`src/rtl/led_seq_ctrl.sv`:
```
// Command-driven LED bank sequencer: one command at a time runs a rotate, blink or static
// sequence, stepping on an internally generated tick, for a finite step count or until preempted.
module led_seq_ctrl #(
  parameter int unsigned TICK_CYCLES = 62500000,
  parameter int unsigned LED_W       = 8
) (
  input  logic             clk,
  input  logic             rst,
  input  logic             cmd_valid,
  output logic             cmd_ready,
  input  logic [1:0]       cmd_mode,
  input  logic [LED_W-1:0] cmd_pattern,
  input  logic [7:0]       cmd_steps,
  output logic [LED_W-1:0] led_out,
  output logic             busy,
  output logic             done,
  output logic             tick
);

  typedef enum logic {S_IDLE, S_RUN} state_t;
  typedef enum logic [1:0] {M_ROT_R, M_ROT_L, M_BLINK, M_STATIC} mode_t;

  localparam logic [31:0] TICK_LAST = 32'(TICK_CYCLES - 1);

  state_t           state_q, state_d;
  mode_t            mode_q, mode_d;
  logic [LED_W-1:0] pat_q, pat_d;
  logic [LED_W-1:0] led_q, led_d;
  logic [31:0]      cnt_q, cnt_d;
  logic [7:0]       rem_q, rem_d;
  logic             busy_q, busy_d;
  logic             done_q, done_d;
  logic             tick_q, tick_d;

  logic             accept;
  logic             strobe;

  // A rotation seeded with all zeros would never show anything, so it gets a single lit LED.
  function automatic logic [LED_W-1:0] init_led(input mode_t m, input logic [LED_W-1:0] p);
    init_led = p;
    if (p == '0) begin
      if (m == M_ROT_R)      init_led = {1'b1, {(LED_W-1){1'b0}}};
      else if (m == M_ROT_L) init_led = {{(LED_W-1){1'b0}}, 1'b1};
    end
  endfunction

  function automatic logic [LED_W-1:0] step_led(input mode_t m, input logic [LED_W-1:0] cur,
                                                input logic [LED_W-1:0] p);
    case (m)
      M_ROT_R: step_led = {cur[0], cur[LED_W-1:1]};
      M_ROT_L: step_led = {cur[LED_W-2:0], cur[LED_W-1]};
      M_BLINK: step_led = (cur == '0) ? p : '0;
      default: step_led = cur;
    endcase
  endfunction

  // Preemption is only possible in an infinite run, i.e. remaining==0 while running.
  assign cmd_ready = (state_q == S_IDLE) || (rem_q == 8'd0);
  assign accept    = cmd_valid && cmd_ready;
  assign strobe    = (state_q == S_RUN) && (cnt_q == TICK_LAST);

  always_comb begin
    state_d = state_q;
    mode_d  = mode_q;
    pat_d   = pat_q;
    led_d   = led_q;
    cnt_d   = cnt_q;
    rem_d   = rem_q;
    busy_d  = busy_q;
    done_d  = 1'b0;
    tick_d  = 1'b0;

    if (accept) begin
      // A new command overrides any step strobe landing in the same cycle.
      state_d = S_RUN;
      mode_d  = mode_t'(cmd_mode);
      pat_d   = cmd_pattern;
      led_d   = init_led(mode_t'(cmd_mode), cmd_pattern);
      cnt_d   = 32'd0;
      rem_d   = cmd_steps;
      busy_d  = 1'b1;
    end else if (state_q == S_RUN) begin
      cnt_d = strobe ? 32'd0 : cnt_q + 32'd1;
      if (strobe) begin
        led_d  = step_led(mode_q, led_q, pat_q);
        tick_d = 1'b1;
        if (rem_q != 8'd0) begin
          rem_d = rem_q - 8'd1;
          if (rem_q == 8'd1) begin
            state_d = S_IDLE;
            busy_d  = 1'b0;
            done_d  = 1'b1;
          end
        end
      end
    end else begin
      cnt_d = 32'd0;
    end
  end

  always_ff @(posedge clk) begin
    if (rst) begin
      state_q <= S_IDLE;
      mode_q  <= M_ROT_R;
      pat_q   <= '0;
      led_q   <= '0;
      cnt_q   <= 32'd0;
      rem_q   <= 8'd0;
      busy_q  <= 1'b0;
      done_q  <= 1'b0;
      tick_q  <= 1'b0;
    end else begin
      state_q <= state_d;
      mode_q  <= mode_d;
      pat_q   <= pat_d;
      led_q   <= led_d;
      cnt_q   <= cnt_d;
      rem_q   <= rem_d;
      busy_q  <= busy_d;
      done_q  <= done_d;
      tick_q  <= tick_d;
    end
  end

  assign led_out = led_q;
  assign busy    = busy_q;
  assign done    = done_q;
  assign tick    = tick_q;

endmodule

```
`config.mk`:
```
export PLATFORM = sky130hd
export DESIGN_NAME = led_seq_ctrl
export DESIGN_NICKNAME = d
export VERILOG_FILES = /design/src/rtl/led_seq_ctrl.sv
export SDC_FILE = /design/constraint.sdc
export NUM_CORES = 1
export LEC_CHECK = 0
export CAP_MARGIN = 25
export CELL_PAD_IN_SITES_DETAIL_PLACEMENT = 1
export CELL_PAD_IN_SITES_GLOBAL_PLACEMENT = 2
export CORE_ASPECT_RATIO = 1.4
export CORE_MARGIN = 2
export CORE_UTILIZATION = 35
export CTS_BUF_LIST = sky130_fd_sc_hd__clkbuf_2
export DETAILED_ROUTE_END_ITERATION = 16
export PLACE_DENSITY = 0.78
export REMOVE_ABC_BUFFERS = 1
export SLEW_MARGIN = 20
export SYNTH_ARGS = -nofsm -noshare
export SYNTH_HDL_FRONTEND = slang
export SYNTH_SLANG_ARGS = --single-unit
```
`constraint.sdc`:
```
create_clock -name clk -period 3 [get_ports clk]
set_clock_uncertainty 0.15 [all_clocks]
set_input_delay 0.9 -clock clk [delete_from_list [all_inputs] [get_ports clk]]
set_output_delay 0.9 -clock clk [all_outputs]
set_load 0.01 [all_outputs]
```
Word-level counts from Yosys, hierarchy flattened. Index checks and enable logic that the tools add are counted. Widths: inputs -> output; s select.

Mux-type cells: 24. Equal/unequal tests: 5. Add/subtract/negate cells: 2. Bitwise logic cells: 3. Reduce and logical (&&, ||, !) cells: 20.

Operators with widths (count): $mux 8 (11); $add 32x1->32 const B (1); $eq 32x26->1 const B (1); $logic_not 8->1 (3); $pmux 8 s3 (1); $mux 1 (12); $eq 8x1->1 const B (1); $reduce_bool 2->1 (4); $reduce_bool 8->1 (1); $sub 8x1->8 const B (1); $reduce_and 3->1 (2); $reduce_or 5->1 (1); $eq 2x1->1 const B (2); $logic_not 2->1 (2); $reduce_and 4->1 (1); $reduce_bool 4->1 (1); $reduce_or 4->1 (1); $not 1->1 (3); $reduce_or 3->1 (1); $eq 2x2->1 const B (1); $logic_and 1x1->1 (2); $logic_or 1x1->1 (1).

Word-level logic and storage cells: 63. Output and inout port bits: 12. Register bits after elaboration: 62. Bits of input ports: 21.

Longest topological paths before layout.
Depth in word-level cells: 6. Mapped depth: 10. Depth with buffers taken out: 7.

Worst setup path after synthesis. Ideal clock, no wire load.

Kind: register to output. Start point: register rem_q[1]. End point: output cmd_ready. Arrival time: 1.369 ns. Stages on the path, launching flop included: 6. Path buffers: 1. Data required time: 1.950 ns. Slack: 0.581 ns. Path through: dfxtp_1 -> inv_1 -> ha_1 -> or3b_2 -> o21ai_1 -> buf_4.

Word-level cells in the longest chain between the ends: 2.

Ends and longest elaborated chain: from (decl) (line 30) `logic [7:0] rem_q, rem_d;`; from (signal assigned) (line 118) `rem_q <= rem_d;`; $logic_not 8->1 (line 58) `assign cmd_ready = (state_q == S_IDLE) || (rem_q == 8'd0);`; $logic_or 1x1->1 (line 58); to (decl) (line 10) `output logic cmd_ready,`.

No other way between the ends.

Final worst setup path. Same ends and word-level chain as after synthesis.

==> results.txt <==
drt wl/cell = 16.1 um
post-layout minimum cycle time = 2850 ps
Placed Area = 0.00370 sq mm
worst endpoint data arrival time = 1800 ps
status = completed
Die H = 118 um
TNS Setup = 0 ps
Slew @ Worst Pin = 738 ps
Pwr per Cell Area = 426 mW/mm^2
initial antenna violation count = 0
RD Place Congestion = 0.793
Req. time, crit path = 1950 ps
fmax = 351 MHz
Syn Inst Count = 393
Max Root-Sink Buffers = 2
Routed Wire Length = 8.72 mm
worst IR drop on VDD = 0.185 mV
Antenna diodes = 0
most frequent cells in the layout = 60 x nor2_1, 59 x dfxtp_1, 42 x nand2_1
Ports = 33
RSZ-0062 raised after global routing = false
PortBufs = 32
Starting Density = 0.359
largest net degree at the start of global routing = 33
post-route design area = 0.00380 sq mm
CP Launch Type = flip-flop
Final Max Slew Viols = 0
complex-gate fraction of the synthesized area = 0.142
clock insertion delay at the later pin of the skew report = 520 ps
asr flop ratio synth = 0
Worst setup EP type = output pin
core area = 0.00898 sq mm
Relative slew margins = 0.504
Cell Rows = 41
mux contribution to synthesized area = 0.00349
Final nets = 459
commonest non-fill, non-tap cell in the layout = nor2_1
Via density = 5.47
number of synthesized flops with an enable pin = 0
Hold Crit Start = pat_q[6]
worst hold path class = reg2reg
DRC = 0
post-route ant nets = 0
Synth Area in Adders = 0.0233
Pwr Total = 1620 uW
clk sinks = 62
global-route wire length before repair = 14.6 mm
Die ar. = 0.0100 sq mm
GR Util All Layers = 0.182
crit path kind = reg2out
Synth Area per Inst = 8.21 sq um
Seq/Total Area, Yosys = 0.385
vias in the first global route = 2,976
DR vias = 2,971
total of warnings raised by yosys = 0
largest cells by area after synthesis = dfxtp_1 38%, nor2_1 7.0%, nand2_1 4.9%
clk slew on worst S/H paths = 190 ps
Synth area leader = dfxtp_1
post-synth top area share = 0.385
Pre-Repair DR Iteration Count = 4
R2R Path Start = rem_q[1]
DRT iter0 DRCs = 90
Final Cycle Share = 0.950
worst setup path startpoint = rem_q[1]
grt total ovfl = 0
max_cap viols = 0
prevailing post-synth register cell = dfxtp_1
CTS Buf Count = 9
detailed placement HPWL = 6.31 mm
H-tree depth = 3
layout cells sized above 1 = 0.124
Cell variety after synth = 45
Crit Path Max Fanout = 3
Root Driver = clkbuf_2
cts hold-fix bufs = 0
hold_ws = 324 ps
CTS tree = done
Area growth syn-to-layout = 17.8%
Mapped Area = 0.00323 sq mm
chip width = 85.1 um
synthesized flop and latch total = 62
LEAKAGE = 0.00127 uW
post-synthesis xor/xnor area fraction = 0.0815
Final Setup Violations = 0
fraction of the mapped netlist area in simple logic gates = 0.317
final hold vios = 0
largest family of logic cells by synthesized area = simple AND/OR/NAND/NOR gates
-- cell usage after synthesis, types with 5 or more instances --
master / instances
dfxtp_1: 62
nor2_1: 60
nand2_1: 42
a21oi_1: 26
xnor2_1: 17
inv_1: 15
nor3_1: 15
nor4_1: 14
xor2_1: 13
nand3_1: 11
nand4_1: 11
clkbuf_1: 10
a211oi_1: 9
and4_1: 9
a2111oi_2: 7
buf_2: 7
ha_1: 6
or4_1: 6
and3_1: 5
-- path summary, 6_finish.rpt --
path | endpoint | slack, ps | cells past startpoint
max | cmd_ready | 150 | 5
min | pat_q[6] | 320 | 2
max reg2reg | rem_q[5] | 410 | 9
min reg2reg | pat_q[6] | 320 | 2
-- layout make-up --
cell class | count | area [sq um]
clock inverter | 5 | 27.5
tap | 107 | 134
timing repair buffer | 48 | 448
inverter | 15 | 56.3
multi-input combinational | 296 | 1840
clock buffer | 10 | 50.0
sequential | 62 | 1240
fill | 1106 | 5180
-- stage by stage --
| step | worst slack, ps | cells | util |
|---|---|---|---|
| final | 151 | 543 | 0.423 |
| after global routing | 4.15 | 543 | 0.423 |
| after CTS | 76.5 | 542 | 0.422 |
| after floorplan | -23.6 | 373 | - |
| after global placement | 181 | 526 | 0.412 |
| after detailed placement | 127 | 526 | 0.412 |
-- report_power, final --
part / internal [uW] / switching [uW] / total [uW]
combinational: 141 / 162 / 302
sequential: 859 / 37.3 / 896
clock: 102 / 316 / 418
-- layer usage --
metal / up-vias / global-route usage / part of all wire
li1: 1482 / - / -
met1: 1443 / 0.220 / 0.44
met2: 38 / 0.313 / 0.52
met3: 8 / 0.0421 / 0.029
met4: 0 / 0.0605 / 0.012
met5: - / 0 / 0
-- state kept, by name (all words and copies together), names as in the netlist --
register,count
tick,1
busy,1
mode_q,2
state_q,1
led_out,8
pat_q,8
done,1
cnt_q,32
rem_q,8
-- cell families after synthesis --
kind of cell | after synthesis
buffers and inverters | 35
XOR/XNOR | 30
adder cells (fa/ha/maj) | 6
AO/OA/AOI/OAI | 63
multiplexers | 1
AND/OR/NAND/NOR | 196
flip-flops | 62
-- timing repair --
action	in CTS	in global routing
cloned	0	0
pin swaps	1	1
setup buffers	1	1
resized for setup	9	2
endpoints found under the setup margin	1	1
-- critical path, stage by stage, from the launching register on --
cell and delay [ps]:
dfxtp_2 370, inv_2 50, ha_2 160, or3b_4 390, o21ai_2 170, buf_2 150
Power figures use the tool's default switching activity.
==> RTL edit: new RTL, same flow settings <==
Make the reset (`rst`) asynchronous in one clocked block.
--- a/src/rtl/led_seq_ctrl.sv
+++ b/src/rtl/led_seq_ctrl.sv
@@ -98,7 +98,7 @@
     end
   end
 
-  always_ff @(posedge clk) begin
+  always_ff @(posedge clk or posedge rst) begin
     if (rst) begin
       state_q <= S_IDLE;
       mode_q  <= M_ROT_R;
Function: differs if rst is asserted again (counterexample within 4 cycles, from zero or initial values and one cycle with rst high); with rst held inactive, the same outputs for 10 cycles.
==> RTL edit against the original RTL <==
  * Synthesized area fell by 0.19%
  * Utilization up 1.6 points
  * Sequential cell count is the same
  * Wire length is 1.9% lower
  * Worst setup slack lost 0.10 ns
  * Via count fell by 6.4%
  * Design area up 3.7%
Power is not compared: it rests on default switching activity, and its combinational part moved more than twofold at a synthesized area within 25%.
==> RTL edit: results (changes against the original RTL) <==
stage,metric,value,unit,change
place,place_congestion,0.751,,-5.3%
yosys,async_flop_share,1.00,,+1.00
power,combPwrFrac,0.379,,
routing,met1Wirelength,3650,µm,-5.1%
clock_tree,cts_setup_buffers,2,,+1
worst_setup_path,rr_worst_depth,5,,-4
layout,top_register,cnt_q,,
layout,nNetsFinal,437,,-4.8%
layout,drive_gt1_frac,0.123,,-0.000962
sta,slew_headroom,0.485,,-0.0194
yosys,synth_cell_type_count,38,,-16%
min_path,min_path_cells,1,,-1
power,clock_net_power,0.428,mW,
worst_setup_path,critical-path-top-delay-family,flip-flops,,
clock_tree,cts_resized,10,,+1
global_route,antenna_found_initial,1,,+1
outcome,status,completed,,
global_route,grt_use_met2,0.322,,+0.00879
clock_tree,path_clk_slew,0.15,ns,-0.04 ns
power,swShare,0.386,,
routing,drt-pass1-iter-count,4,,unchanged
routing,drcViolationCount,0,,unchanged
routing,drt_iter0_drc,99,,+10%
routing,avgRoutedWirePerCell,16.4,µm,+1.9%
yosys,synthTopCellsByCount,"dfrtp_1, nor2_1, nand2_1",,
global_route,grt_pass1_wl,14800,µm,+1.3%
global_route,met1_usage,0.224,,+0.00409
layout,largest_reg_flops,32,,unchanged
worst_setup_path,critPathMaxStageDelay,0.43,ns,+0.04 ns
yosys,synth_area_leaders,"dfrtp_1, nor2_1, xor2_1",,
global_route,grt_max_degree,63,,+91%
layout,fillers,1067,,-3.5%
yosys,ys_seq_area_frac,0.482,,+0.0971
global_route,grt_pass1_vias,3032,,+1.9%
worst_setup_path,cp_slowest_cell,dfrtp_1,,
clock_tree,cts_max_level,3,,unchanged
routing,wl_met3,187,µm,-26%
global_route,gr-usage-met3,0.0273,,-0.0147
routing,vias_per_cell,5.32,,-2.8%
global_route,grt_usage,0.186,,+0.00382
routing,met2_length,4550,µm,+0.82%
power,power,2.72,mW,
place,hpwl,6090,µm,-3.4%
RTL edit: cell types whose count changed after synthesis, sizes merged, moves of 6 or more:
cell | before | now
xor2 | 13 | 22
nor3 | 15 | 8
a21oi | 26 | 0
a211oi | 9 | 1
dfrtp | 0 | 62
dfxtp | 62 | 0
a22oi | 0 | 8
a2111oi | 7 | 1
a31oi | 2 | 8
and4 | 9 | 2
nand3 | 11 | 21
nand2 | 43 | 51
RTL edit: worst paths after layout:
path	slack [ns]	start	to
worst min register to register	0.33	cnt_q[0]	cnt_q[0]
min in group asynchronous	0.58	rst	pat_q[7]
worst max register to register	0.25	cnt_q[17]	state_q
max in group asynchronous	1.82	rst	state_q
worst min-delay path	0.33	cnt_q[0]	cnt_q[0]
worst max-delay path	0.05	rem_q[1]	cmd_ready
RTL edit: cell type report:
class | count | area (µm²) | share of cell area
multi-input combinational | 267 | 1580 | 0.402
inverter | 12 | 45.0 | 0.0114
tap | 107 | 134 | 0.0340
timing repair buffer | 58 | 546 | 0.138
clock buffer | 14 | 70.1 | 0.0178
antenna | 1 | 2.50 | 0.000635
sequential | 62 | 1550 | 0.394
clock inverter | 2 | 8.76 | 0.00222
RTL edit: stage by stage:
stage	std cells	worst slack, ns	area, µm²	utilization	TNS (ns)
4_1_cts	520	0.00293	3910	0.435	0
5_1_grt	523	-0.0505	3940	0.439	-0.0505
2_1_floorplan	341	-0.118	3160	-	-3.72
6_report	523	0.0487	3940	0.439	0
3_5_place_dp	502	0.0114	3800	0.423	0
3_3_place_gp	502	0.0487	3800	0.423	0
RTL edit: logic make-up after synthesis:
kind of cell	after synthesis	share of synthesized area
adders and majority gates	6	0.0233
DFF	62	0.482
muxes	1	0.00350
xor gates and xnor gates	35	0.0952
and+or+nand+nor	185	0.275
AOI/OAI and AO/OA	40	0.0875
buffers and inverters	26	0.0334
